## src/rtl/lsu_pkg.sv

```systemverilog
// Shared types, funct3 encodings and the legality/alignment check
// for the load/store unit.
package lsu_pkg;

  typedef enum logic [2:0] {
    IDLE,
    LOAD,
    RMW_READ,
    WRITE,
    RESP
  } lsu_state_t;

  localparam logic [2:0] F3_B  = 3'b000;
  localparam logic [2:0] F3_H  = 3'b001;
  localparam logic [2:0] F3_W  = 3'b010;
  localparam logic [2:0] F3_BU = 3'b100;
  localparam logic [2:0] F3_HU = 3'b101;

  // True when the request is both a legal encoding and naturally aligned.
  function automatic logic is_legal(input logic we, input logic [2:0] funct3,
                                    input logic [1:0] offset);
    logic ok;
    case (funct3)
      F3_B:    ok = 1'b1;
      F3_H:    ok = ~offset[0];
      F3_W:    ok = (offset == 2'b00);
      F3_BU:   ok = ~we;
      F3_HU:   ok = ~we & ~offset[0];
      default: ok = 1'b0;
    endcase
    return ok;
  endfunction

endpackage

```

## src/rtl/lsu_rmw_if.sv

```systemverilog
// Core request/response and data-memory signals of the load/store unit.
interface lsu_rmw_if #(parameter int ADDR_W = 10);
  logic              req_valid;
  logic              req_ready;
  logic              req_we;
  logic [2:0]        req_funct3;
  logic [31:0]       req_addr;
  logic [31:0]       req_wdata;
  logic              resp_valid;
  logic [31:0]       resp_rdata;
  logic              resp_err;
  logic              mem_we;
  logic [ADDR_W-1:0] mem_addr;
  logic [31:0]       mem_wd;
  logic [31:0]       mem_rd;

  modport master (
    output req_valid, req_we, req_funct3, req_addr, req_wdata, mem_rd,
    input  req_ready, resp_valid, resp_rdata, resp_err, mem_we, mem_addr, mem_wd
  );

  modport slave (
    input  req_valid, req_we, req_funct3, req_addr, req_wdata, mem_rd,
    output req_ready, resp_valid, resp_rdata, resp_err, mem_we, mem_addr, mem_wd
  );
endinterface

```

## src/rtl/lsu_byte_lane.sv

```systemverilog
// Combinational lane logic: extracts and extends load data, and merges
// sub-word store data into a full word.
module lsu_byte_lane
  import lsu_pkg::*;
(
  input  logic [31:0] word,
  input  logic [1:0]  offset,
  input  logic [2:0]  funct3,
  input  logic [31:0] wdata,
  output logic [31:0] load_val,
  output logic [31:0] merged
);

  logic [7:0]  lane_b;
  logic [15:0] lane_h;

  always_comb begin
    lane_b   = word[{offset, 3'b000} +: 8];
    lane_h   = offset[1] ? word[31:16] : word[15:0];
    load_val = '0;
    merged   = word;
    case (funct3)
      F3_B: begin
        load_val = {{24{lane_b[7]}}, lane_b};
        merged[{offset, 3'b000} +: 8] = wdata[7:0];
      end
      F3_BU: load_val = {24'b0, lane_b};
      F3_H: begin
        load_val = {{16{lane_h[15]}}, lane_h};
        merged[{offset[1], 4'b0000} +: 16] = wdata[15:0];
      end
      F3_HU: load_val = {16'b0, lane_h};
      F3_W: begin
        load_val = word;
        merged   = wdata;
      end
      default: ;
    endcase
  end

endmodule

```

## src/rtl/lsu_rmw.sv

```systemverilog
// Load/store unit: maps RV32I byte/half/word accesses onto a word-only
// memory, using read-modify-write for sub-word stores.
module lsu_rmw
  import lsu_pkg::*;
#(
  parameter int ADDR_W = 10
)
(
  input logic       clk,
  input logic       rst_n,
  lsu_rmw_if.slave  bus
);

  lsu_state_t        state, state_next;
  logic              we_q;
  logic [2:0]        f3_q;
  logic [1:0]        off_q;
  logic [ADDR_W-1:0] waddr_q;
  logic [31:0]       wdata_q, buf_q, rdata_q;
  logic              err_q;
  logic [31:0]       lane_word, load_val, merged;
  logic              accept, legal;

  assign accept    = (state == IDLE) && bus.req_valid;
  assign legal     = is_legal(bus.req_we, bus.req_funct3, bus.req_addr[1:0]);
  // LOAD extracts straight from memory; WRITE merges into the captured word.
  assign lane_word = (state == LOAD) ? bus.mem_rd : buf_q;

  lsu_byte_lane u_lane (
    .word     (lane_word),
    .offset   (off_q),
    .funct3   (f3_q),
    .wdata    (wdata_q),
    .load_val (load_val),
    .merged   (merged)
  );

  always_comb begin
    state_next     = state;
    bus.req_ready  = (state == IDLE);
    bus.resp_valid = (state == RESP);
    bus.resp_rdata = rdata_q;
    bus.resp_err   = err_q;
    bus.mem_we     = (state == WRITE);
    bus.mem_addr   = waddr_q;
    bus.mem_wd     = (state == WRITE) ? merged : 32'h0;
    case (state)
      IDLE: if (bus.req_valid) begin
        if (!legal)                           state_next = RESP;
        else if (!bus.req_we)                 state_next = LOAD;
        else if (bus.req_funct3 == F3_W)      state_next = WRITE;
        else                                  state_next = RMW_READ;
      end
      LOAD:     state_next = RESP;
      RMW_READ: state_next = WRITE;
      WRITE:    state_next = RESP;
      RESP:     state_next = IDLE;
      default:  state_next = IDLE;
    endcase
  end

  always_ff @(posedge clk) begin
    if (!rst_n) begin
      state   <= IDLE;
      we_q    <= 1'b0;
      f3_q    <= 3'b0;
      off_q   <= 2'b0;
      waddr_q <= '0;
      wdata_q <= 32'h0;
      buf_q   <= 32'h0;
      rdata_q <= 32'h0;
      err_q   <= 1'b0;
    end else begin
      state <= state_next;
      if (accept) begin
        we_q    <= bus.req_we;
        f3_q    <= bus.req_funct3;
        off_q   <= bus.req_addr[1:0];
        waddr_q <= bus.req_addr[ADDR_W+1:2];
        wdata_q <= bus.req_wdata;
      end
      if (state == RMW_READ) buf_q <= bus.mem_rd;
      // Response registers change only on the edge that enters RESP.
      if (accept && !legal) begin
        err_q   <= 1'b1;
        rdata_q <= 32'h0;
      end
      if (state == LOAD) begin
        err_q   <= 1'b0;
        rdata_q <= load_val;
      end
      if (state == WRITE) begin
        err_q   <= 1'b0;
        rdata_q <= 32'h0;
      end
    end
  end

endmodule

```

## src/flat_wrapper.sv

```systemverilog
// flat-port wrapper written by rule: the top's interface ports become plain ports
module lsu_rmw_flat import lsu_pkg::*;
#(
  parameter int ADDR_W = 10
)
  (clk, rst_n, bus_req_valid, bus_req_we, bus_req_funct3, bus_req_addr, bus_req_wdata, bus_mem_rd, bus_req_ready, bus_resp_valid, bus_resp_rdata, bus_resp_err, bus_mem_we, bus_mem_addr, bus_mem_wd);
  lsu_rmw_if #(.ADDR_W(ADDR_W)) bus_i ();
  input logic clk;
  input logic rst_n;
  input wire logic [$bits(bus_i.req_valid)-1:0] bus_req_valid;
  input wire logic [$bits(bus_i.req_we)-1:0] bus_req_we;
  input wire logic [$bits(bus_i.req_funct3)-1:0] bus_req_funct3;
  input wire logic [$bits(bus_i.req_addr)-1:0] bus_req_addr;
  input wire logic [$bits(bus_i.req_wdata)-1:0] bus_req_wdata;
  input wire logic [$bits(bus_i.mem_rd)-1:0] bus_mem_rd;
  output wire logic [$bits(bus_i.req_ready)-1:0] bus_req_ready;
  output wire logic [$bits(bus_i.resp_valid)-1:0] bus_resp_valid;
  output wire logic [$bits(bus_i.resp_rdata)-1:0] bus_resp_rdata;
  output wire logic [$bits(bus_i.resp_err)-1:0] bus_resp_err;
  output wire logic [$bits(bus_i.mem_we)-1:0] bus_mem_we;
  output wire logic [$bits(bus_i.mem_addr)-1:0] bus_mem_addr;
  output wire logic [$bits(bus_i.mem_wd)-1:0] bus_mem_wd;
  assign bus_i.req_valid = bus_req_valid;
  assign bus_i.req_we = bus_req_we;
  assign bus_i.req_funct3 = bus_req_funct3;
  assign bus_i.req_addr = bus_req_addr;
  assign bus_i.req_wdata = bus_req_wdata;
  assign bus_i.mem_rd = bus_mem_rd;
  assign bus_req_ready = bus_i.req_ready;
  assign bus_resp_valid = bus_i.resp_valid;
  assign bus_resp_rdata = bus_i.resp_rdata;
  assign bus_resp_err = bus_i.resp_err;
  assign bus_mem_we = bus_i.mem_we;
  assign bus_mem_addr = bus_i.mem_addr;
  assign bus_mem_wd = bus_i.mem_wd;
  lsu_rmw #(.ADDR_W(ADDR_W)) u_core (.clk(clk), .rst_n(rst_n), .bus(bus_i));
endmodule
```

## config.mk

```make
export PLATFORM = sky130hd
export DESIGN_NAME = lsu_rmw_flat
export DESIGN_NICKNAME = d
export VERILOG_FILES = /design/src/rtl/lsu_pkg.sv /design/src/rtl/lsu_rmw_if.sv /design/src/rtl/lsu_byte_lane.sv /design/src/rtl/lsu_rmw.sv /design/src/flat_wrapper.sv
export SDC_FILE = /design/constraint.sdc
export NUM_CORES = 1
export LEC_CHECK = 0
export ABC_AREA = 1
export CAP_MARGIN = 20
export CORE_MARGIN = 10
export CORE_UTILIZATION = 45
export DETAILED_ROUTE_END_ITERATION = 12
export PLACE_DENSITY = 0.79
export SETUP_SLACK_MARGIN = 0.15
export SYNTH_ARGS = -nofsm -noshare
export SYNTH_HDL_FRONTEND = slang
export SYNTH_SLANG_ARGS = --single-unit
export TNS_END_PERCENT = 20
```

## constraint.sdc

```tcl
create_clock -name clk -period 2.7 [get_ports clk]
set_input_delay 0.54 -clock clk [delete_from_list [all_inputs] [get_ports clk]]
set_output_delay 0.54 -clock clk [all_outputs]
set_load 0.01 [all_outputs]
```

==> results.yml, run 1 <==
status:
  outcome: "finished clean"
clock_tree:
  cts.sinks: 115
  count_of_hold_buffers_inserted_by_post_cts_repair: 0
  clk_path_buf_depth: 2
  path_clk_slew_ps: 50
  clock_tree_from_tritoncts: "built"
  cts.htree.levels: 4
  cts-root-buf: "clkbuf_16"
  cts_made_buffers: 17
  clock_network_latency_to_the_later_pin_of_the_worst_skew_pair_ps: 430
grt:
  number_of_global_route_vias_before_repair: 7492
  antenna_found_initial: 0
  globalRoute.totalOverflow: 0
  grt_usage_pct: 24.3
  grt_max_degree: 51
  grt_first_pass_wirelength_mm: 39.1
timing:
  final.min_clock_period_ps: 2650
  setup-violations-final: 0
  maxSlewViolCount: 0
  fmax_mhz: 377
  hold_viol_final: 0
  finalCritPeriodShare_pct: 98.2
  maxSlewHeadroom_pct: 46.5
  fin_skew_ps: 6.05
  worst_hold_slack_ps: 453
  unrepaired_setup_endpoints_after_global_routing: "yes"
  setup_slack_ps: 48.5
  timing_worst_slew_pin_value_ps: 799
routing:
  vias_per_cell: 5.47
  detailroute.via_count: 7927
  drc: 0
  avgRoutedWirePerCell_um: 17.5
  count_of_tritonroute_iterations_in_the_first_routing_pass: 6
  postRouteAntennaNets: 0
  drt_iter0_markers: 990
  postRouteWirelength_mm: 25.4
die:
  fp.dieH_um: 141
  floorplan.die_area_um2: 19800
  placement_rows: 44
  die_wd_um: 141
  initial_core_util_pct: 45.6
  std_cell_core_area_um2: 14400
  io-pin-count: 181
synthesis:
  synth_sequential_area_ratio_pct: 35.0
  ys_seq_elements: 115
  mappedNetlistArea_um2: 6570
  synthesis.instances: 1040
  syn-num-nets: 1148
  postSynthAreaPerCell_um2: 6.32
  synth-main-ff-cell: "dfxtp_1"
  yosys_warnings: 0
  synth.distinct_cells: 35
  post_synth_edffs: 0
  synth-async-reset-ratio_pct: 0
flow_run:
  maxCapViolCount: 0
cells_and_area:
  final_layout_size_suffix_gt1_share_pct: 20.8
  nNetsFinal: 1359
  insertedDiodeCount: 0
  postLayoutCellArea_um2: 9750
  syn2layout_area_growth_pct: 48.3
power_and_ir_drop:
  power-per-cell-area_nw_per_um2: 573
  vdd.ir_drop.worst_mv: 0.456
  leakage_nw: 4.13
critical_path:
  path_delay_family: "simple AND/OR/NAND/NOR gates"
  timing.setup.critical_path_class: "register to output pin"
  critical_path_depth: 10
  timing.critical_path.cells: "inv_4, nand2_4, nor2_4, buf_6, nand2_1, nand2_2, o21ai_1, o211a_1, nor2_2, buf_2"
  worst_path_max_delay_cell: "dfxtp_2"
  setup.worst_path.end_class: "output pin"
  cp_slowest_stage_delay_ps: 340
  worst_ep_arrival_time_ps: 2110
  cp-start-kind: "register"
  r2r.worst_path.cells: 13
  crit_path_max_fanout: 4
  timing.critical_path.buf_inv: 3
  cp.required_ps: 2160
placed_design:
  place.gp.congestion: 0.951
  placed_area_um2: 8680
  dpl.hpwl_mm: 18.3
  post-place-ws_ps: -127
  port_buffers: 160
hold_path:
  hold-path-cell-count: 2
  hp-class: "register to register"
==> cell usage after synthesis, types with 2 or more instances <==
cell      instances  area share [%]
buf_4             5            0.57
nand2_2           9            0.86
a31oi_1           7            0.67
buf_6             3            0.51
a21oi_1         104             7.9
nand3_2          11             1.7
nor2_1           96             5.5
o31ai_1           7            0.80
buf_1             3            0.17
buf_2            14             1.1
nor2_2            2            0.19
nor3_1            8            0.61
a21oi_2           3            0.40
dfxtp_1         115              35
o211ai_1         16             1.8
inv_1            83             4.7
o22ai_1          22             2.1
inv_2            10            0.57
o21ai_0          91             6.9
ha_1              5            0.95
clkinv_1          5            0.29
clkbuf_1         37             2.1
o21ai_2           3            0.40
nand2_1         298              17
nand3_1          73             5.6
==> power by group <==
group / total [W] / switching, W / internal, W
combinational: 0.00142 / 0.000836 / 0.000583
clock: 0.00231 / 0.000795 / 0.00152
sequential: 0.00186 / 0.0000573 / 0.00180
==> sequential cells by signal, summed over array words and instances, names as in the netlist <==
name                   flops
u_core.bus.mem_addr       10
u_core.f3_q                3
u_core.wdata_q            32
u_core.off_q               2
u_core.bus.resp_err        1
u_core.bus.resp_rdata     32
u_core.buf_q              32
u_core.state               3
==> final timing paths <==
kind | startpoint | to | slack (ps)
max reg2reg | u_core.state[2]$_SDFFE_PN0P_ | u_core.bus.resp_rdata[27]$_SDFFE_PP0P_ | 610
min | u_core.wdata_q[17]$_SDFFE_PN0P_ | u_core.wdata_q[17]$_SDFFE_PN0P_ | 450
max | u_core.state[2]$_SDFFE_PN0P_ | bus_mem_wd[31] | 50
min reg2reg | u_core.wdata_q[17]$_SDFFE_PN0P_ | u_core.wdata_q[17]$_SDFFE_PN0P_ | 450
==> through the flow <==
stage | power, W | TNS (ps) | std cells | util [%]
2_1_floorplan | 0.00257 | 0 | 1040 | -
3_3_place_gp | 0.00307 | -694 | 1393 | 60.2
3_5_place_dp | 0.00309 | -897 | 1393 | 60.2
4_1_cts | 0.00549 | 0 | 1440 | 66.1
5_1_grt | 0.00581 | -18.2 | 1448 | 67.6
6_report | 0.00559 | 0 | 1448 | 67.6
==> tightest hold or removal path: stages, from the launching register on <==
cell,delay [ps]
dfxtp_1,290
inv_1,60
a21oi_1,50
==> layout by cell type, fill, tap and decap left out, drive strengths merged <==
cell	count
inv	94
clkdlybuf4s50	127
a41oi	1
nand4	1
o211ai	16
clkbuf	27
clkinv	7
nor3	9
o31ai	7
o21ai	95
o211a	1
ha	5
bufinv	3
nor2	99
nand2	307
clkdlybuf4s15	2
clkinvlp	3
or3	1
o22ai	22
a31oi	7
a21oi	107
dfxtp	115
buf	122
nand3	85
nand3b	1
==> routing by layer <==
| metal | part of all wire [%] | global-route usage, % | routed length [um] | vias to the layer above |
|---|---|---|---|---|
| li1 | - | - | - | 3847 |
| met1 | 41 | 30.2 | 10300 | 3617 |
| met2 | 46 | 39.0 | 11800 | 408 |
| met3 | 10 | 7.36 | 2590 | 55 |
| met4 | 2.8 | 8.53 | 722 | 0 |
| met5 | 0 | 0 | 0 | - |
==> logic make-up (layout without fill, tap and decap cells) <==
| family | Yosys count | count (layout) | synth area share [%] |
|---|---|---|---|
| adders and majority gates | 5 | 5 | 0.952 |
| and+or+nand+nor | 503 | 503 | 32.4 |
| buffers and inverters | 161 | 385 | 10.3 |
| AOI/OAI and AO/OA | 256 | 256 | 21.4 |
| DFF | 115 | 115 | 35.0 |
==> final cells by class <==
class	instances	area, um^2
Tap cell	184	230
Inverter	98	385
Fill cell	1276	4670
Clock inverter	9	128
Sequential cell	115	2320
Timing Repair Buffer	255	2320
Multi-Input combinational cell	764	3890
Clock buffer	23	478
==> repair_timing <==
item	4_1_cts	5_1_grt
cloned	2	1
hold endpoints to repair	0	0
setup buffers	13	7
pin swaps	18	18
endpoints found under the setup margin	32	32
resized for setup	162	69
(Power assumes the default switching activity.)
==> run 2: changes to the inputs <==
RECOVER_POWER = 100   (was unset)
SKIP_CTS_REPAIR_TIMING = 1   (was unset)
==> run 2 against run 1 <==
Effect of this change: combinational power about the same; worst setup slack worse by 17 ps; sequential power about the same; design area up 0.65%.
==> results.yml, run 2 (synthesis results as in run 1) <==
power_and_ir_drop:
  leakage_nw: 4.37
  power-per-cell-area_nw_per_um2: 567
  vdd.ir_drop.worst_mv: 0.464
clock_tree:
  clock_tree_from_tritoncts: "built"
  cts_made_buffers: 17
  path_clk_slew_ps: 50
  cts.sinks: 115
  cts-root-buf: "clkbuf_16"
  cts.htree.levels: 4
  clk_path_buf_depth: 2
  clock_network_latency_to_the_later_pin_of_the_worst_skew_pair_ps: 430
hold_path:
  hold-path-endpoint: "u_core.wdata_q[17]$_SDFFE_PN0P_"
  hold-path-cell-count: 2
  hp-class: "register to register"
  hp-start: "u_core.wdata_q[17]$_SDFFE_PN0P_"
critical_path:
  worst-r2r-setup-slack_ps: 390
  timing.setup.critical_path_class: "register to output pin"
  r2r.worst_path.cells: 8
  worst_ep_arrival_time_ps: 2130
  cp-start-kind: "register"
  regToRegStartpoint: "u_core.state[0]$_SDFFE_PN0P_"
  setup.worst_path.end_class: "output pin"
  cp.required_ps: 2160
  crit_path_max_fanout: 5
  crit-reg2reg-capture: "u_core.bus.resp_rdata[31]$_SDFFE_PP0P_"
timing:
  hold_viol_final: 0
  unrepaired_setup_endpoints_after_global_routing: "yes"
  fin_skew_ps: 7.47
  finalCritPeriodShare_pct: 98.8
  fmax_mhz: 375
  setup-violations-final: 0
  maxSlewHeadroom_pct: 8.36
  final.min_clock_period_ps: 2670
  timing_worst_slew_pin_value_ps: 1370
  worst_hold_slack_ps: 454
  maxSlewViolCount: 0
grt:
  number_of_global_route_vias_before_repair: 7285
  grt_usage_pct: 23.6
  grt_first_pass_wirelength_mm: 37.9
  grt_max_degree: 51
  antenna_found_initial: 0
  globalRoute.totalOverflow: 0
routing:
  postRouteWirelength_mm: 25.3
  detailroute.via_count: 7878
  avgRoutedWirePerCell_um: 17.5
  postRouteAntennaNets: 0
  vias_per_cell: 5.45
  count_of_tritonroute_iterations_in_the_first_routing_pass: 6
  drt_iter0_markers: 1108
  drc: 0
cells_and_area:
  nNetsFinal: 1357
  seqCellArea_um2: 2320
  syn2layout_area_growth_pct: 49.3
  multi_input_area_um2: 3980
  layout_commonest_cell: "nand2_1"
  layoutNonFillerInstCount: 1446
  final_layout_size_suffix_gt1_share_pct: 21.3
  postLayoutCoreUtil_pct: 68.1
  fillCellCount: 1262
  most-common-layout-cells: "261 x nand2_1, 107 x dfxtp_1, 98 x a21oi_1"
  insertedDiodeCount: 0
placed_design:
  place_inst: 1393
  place.gp.congestion: 0.951
  port_buffers: 160
  dpl.hpwl_mm: 18.3
flow_run:
  maxCapViolCount: 0
status:
  outcome: "finished clean"
die:
  io-pin-count: 181
  fp.dieH_um: 141
  die_wd_um: 141
  placement_rows: 44
  initial_core_util_pct: 45.6
  floorplan.die_area_um2: 19800
  std_cell_core_area_um2: 14400
[run 2: cell count changes in the layout (fill, tap and decap cells not counted), sizes merged]
cell           delta
clkdlybuf4s50    -47
dlygate4sd3      +46
buf              -15
clkbuf           +13
dlymetal6s2s      +3
clkdlybuf4s15     -2
clkinv            -1
inv               +1
[run 2: power breakdown]
group | switching, W | total [W] | internal (W) | leakage [nW]
logic | 0.000842 | 0.00139 | 0.000545 | 3.14
registers | 0.0000593 | 0.00186 | 0.00180 | 0.943
clock network | 0.000797 | 0.00231 | 0.00152 | 0.289
total | 0.00170 | 0.00556 | 0.00387 | 4.37
[run 2: area by class of cell]
cell class / count / area share, %
multi-input cells: 764 / 40.5
flip-flops and latches: 115 / 23.6
repair buffers: 253 / 23.4
clock buffers: 23 / 4.87
inverters: 98 / 3.95
well taps: 184 / 2.35
clock inverters: 9 / 1.30
[run 2: per-stage QoR]
stage / TNS, ps / setup slack (ps) / instance area, um^2 / power, W
after floorplan: 0 / 257 / 6580 / 0.00257
after global routing: -206 / -39.2 / 9820 / 0.00577
after CTS: -14310 / -516 / 9290 / 0.00538
final: 0 / 31.8 / 9820 / 0.00556
after detailed placement: -897 / -127 / 8680 / 0.00309
after global placement: -694 / -98.0 / 8680 / 0.00307
[run 2: how the worst max path moves through the flow]
stage	from	to
floorplan	u_core.off_q[1]$_SDFFE_PN0P_	bus_mem_wd[0]
global placement	bus_mem_rd[6]	bus_mem_wd[6]
CTS	u_core.off_q[0]$_SDFFE_PN0P_	bus_mem_wd[31]
detailed placement	bus_mem_rd[31]	bus_mem_wd[31]
finish	u_core.f3_q[0]$_SDFFE_PN0P_	bus_mem_wd[25]
global route	u_core.state[2]$_SDFFE_PN0P_	bus_mem_wd[29]
[run 2: layer usage]
metal	part of all wire [%]	global-route usage [%]	routed length [um]	vias to the layer above
met5	0	0	0	-
met4	2.8	7.72	709	0
met3	10	7.26	2580	61
met2	46	38.1	11800	406
met1	41	29.2	10300	3575
li1	-	-	-	3836
[run 2: critical path: stages (launching register included)]
cell and delay (ps):
dfxtp_4 380, inv_4 40, nor3_4 210, buf_6 150, inv_4 30, o21ai_4 270
buf_6 170, a21oi_2 60, a31oi_1 210, buf_2 170
==> run 3: changes to the inputs <==
CTS_CLUSTER_SIZE = 8   (was unset)
==> results of run 3 <==
No change in the layout: final DEF, timing and power equal those of run 2.
==> edit (config.mk and constraints of run 2) <==
The 5 states of `lsu_state_t` get a one-hot encoding in 5 bits.
--- a/src/rtl/lsu_pkg.sv
+++ b/src/rtl/lsu_pkg.sv
@@ -2,12 +2,12 @@
 // for the load/store unit.
 package lsu_pkg;
 
-  typedef enum logic [2:0] {
-    IDLE,
-    LOAD,
-    RMW_READ,
-    WRITE,
-    RESP
+  typedef enum logic [4:0] {
+    IDLE     = 5'b00001,
+    LOAD     = 5'b00010,
+    RMW_READ = 5'b00100,
+    WRITE    = 5'b01000,
+    RESP     = 5'b10000
   } lsu_state_t;
 
   localparam logic [2:0] F3_B  = 3'b000;
Check against the original RTL: same outputs for any inputs over 4 cycles, from zero or initial values and one cycle with rst_n low; so few cycles prove little.
==> edit against run 2 <==
Area after synthesis increased by 5.3%. Critical path type unchanged. The run now ends with negative setup slack left. Worst setup slack got worse by 0.091 ns. Count of clock-buffer cells in the layout unchanged. Clock power decreased by 3%. Routed wire length increased by 3.3%. Power increased by 4.0%. Cell area increased by 1.2%. Non-clock buffer count decreased by 2. Sequential share of layout area about the same. Sequential cell count increased by 2. Clock skew about the same.
==> edit: results <==
set metrics [dict create \
    outcome "finished, violations left" \
    violations "negative setup slack" \
    cts_buffers 17 \
    setup_violations 1 \
    synthCells 1065 \
    syn_nets 1173 \
    grt_util_met2 0.356 \
    port_buffers 160 \
    leakagePower_nw 4.20 \
    path_max_fanout 8 \
    clk_latency_ns 0.42 \
    dpl.hpwl_um 18700 \
    synth_cell_types 37 \
    routedWlPerCell_um 18.0 \
    use_met1 0.313 \
    root_buffer "clkbuf_16" \
    ys.flop_type "dfxtp_1" \
    h-tree-depth 4 \
    hold_class "flip-flop to flip-flop" \
    antenna_found_initial 0 \
    synth-async-reset-ratio 0 \
    fillers 1328 \
    grt_pass1_vias 7301 \
    grt_pass1_wl_um 38900 \
    grt_max_degree 59 \
    setup_ws_ns -0.0590 \
    drt_iter0_drc 848 \
    post-place-ws_ns -0.303 \
    p_switching_mw 1.88 \
    yosysSeqAreaShare 0.338 \
    use_met3 0.0725 \
    yosys-top-cells-area "dfxtp_1 (34%), nand2_1 (12%), a21oi_1 (7.2%)" \
    clockBufferDepth 2 \
    postRouteWirelength_um 26200 \
    gp_congestion 1.02 \
    drive_above_1_share 0.197 \
    drtPass1Iterations 6 \
    synth.top_cells.by_count "nand2_1 (226), dfxtp_1 (117), inv_1 (112)" \
    clk_pin_slew_ns 0.05 \
    crit_arrival_ns 2.22 \
    yosys_warnings 0 \
    globalRouteTotalUtil 0.238 \
    detail_route.vias_per_cell 5.61 \
    tightest_slew_ns 0.610 \
    nNetsFinal 1366 \
    place_area_um2 9040 \
    vdd_ir_drop_max_mv 0.422 \
    finClkSkew_ns 0.00776 \
    final.setup.tns_ns -0.0590 \
    n_antenna_cell 0 \
]
==> edit: final timing paths <==
| kind | startpoint | slack [ns] | to | depth (start not counted) |
|---|---|---|---|---|
| worst max-delay path | u_core.state[1] | -0.06 | bus_mem_wd[16] | 11 |
| worst min-delay path | u_core.buf_q[22] | 0.45 | u_core.buf_q[22] | 2 |
| worst max register to register | u_core.state[1] | 0.51 | u_core.bus.resp_rdata[8] | 13 |
| worst min register to register | u_core.buf_q[22] | 0.45 | u_core.buf_q[22] | 2 |
==> edit: cell type report <==
type / count / area (µm²) / area share
clock inverters: 8 / 100 / 0.0101
multi-input cells: 748 / 3980 / 0.401
clock buffers: 23 / 478 / 0.0481
repair buffers: 251 / 2300 / 0.232
flip-flops and latches: 117 / 2350 / 0.237
well taps: 188 / 235 / 0.0237
inverters: 123 / 484 / 0.0487
==> edit: worst max-delay path, cell delays in order (launching register included) <==
cell and delay [ns]:
dfxtp_2 0.34, inv_2 0.05, nor2_4 0.16, nand3_4 0.15, buf_12 0.19, nand2_1 0.05
o21ai_0 0.07, buf_4 0.17, inv_4 0.07, o211ai_1 0.09, a31oi_1 0.26, buf_2 0.20
==> edit: kinds of logic (layout without fill, tap and decap cells) <==
kind of cell	Yosys count	count (layout)	synth area share
flops	117	117	0.338
compound gates	308	308	0.247
simple gates	435	435	0.283
fa+ha+maj	5	5	0.00904
buf+inv	200	405	0.122
==> edit: per-layer routing <==
layer / routed length, µm / vias up
met5: 0 / -
met2: 11900 / 439
li1: - / 3948
met4: 739 / 0
met3: 2840 / 59
met1: 10700 / 3736
==> edit: power groups by stage <==
stage	sequential (mW)	combinational, mW	clock [mW]
after floorplan	1.95	0.906	0
after CTS	1.91	1.50	2.24
after global routing	1.93	1.77	2.31
after detailed placement	1.95	1.49	0
after global placement	1.94	1.49	0
final	1.92	1.64	2.23
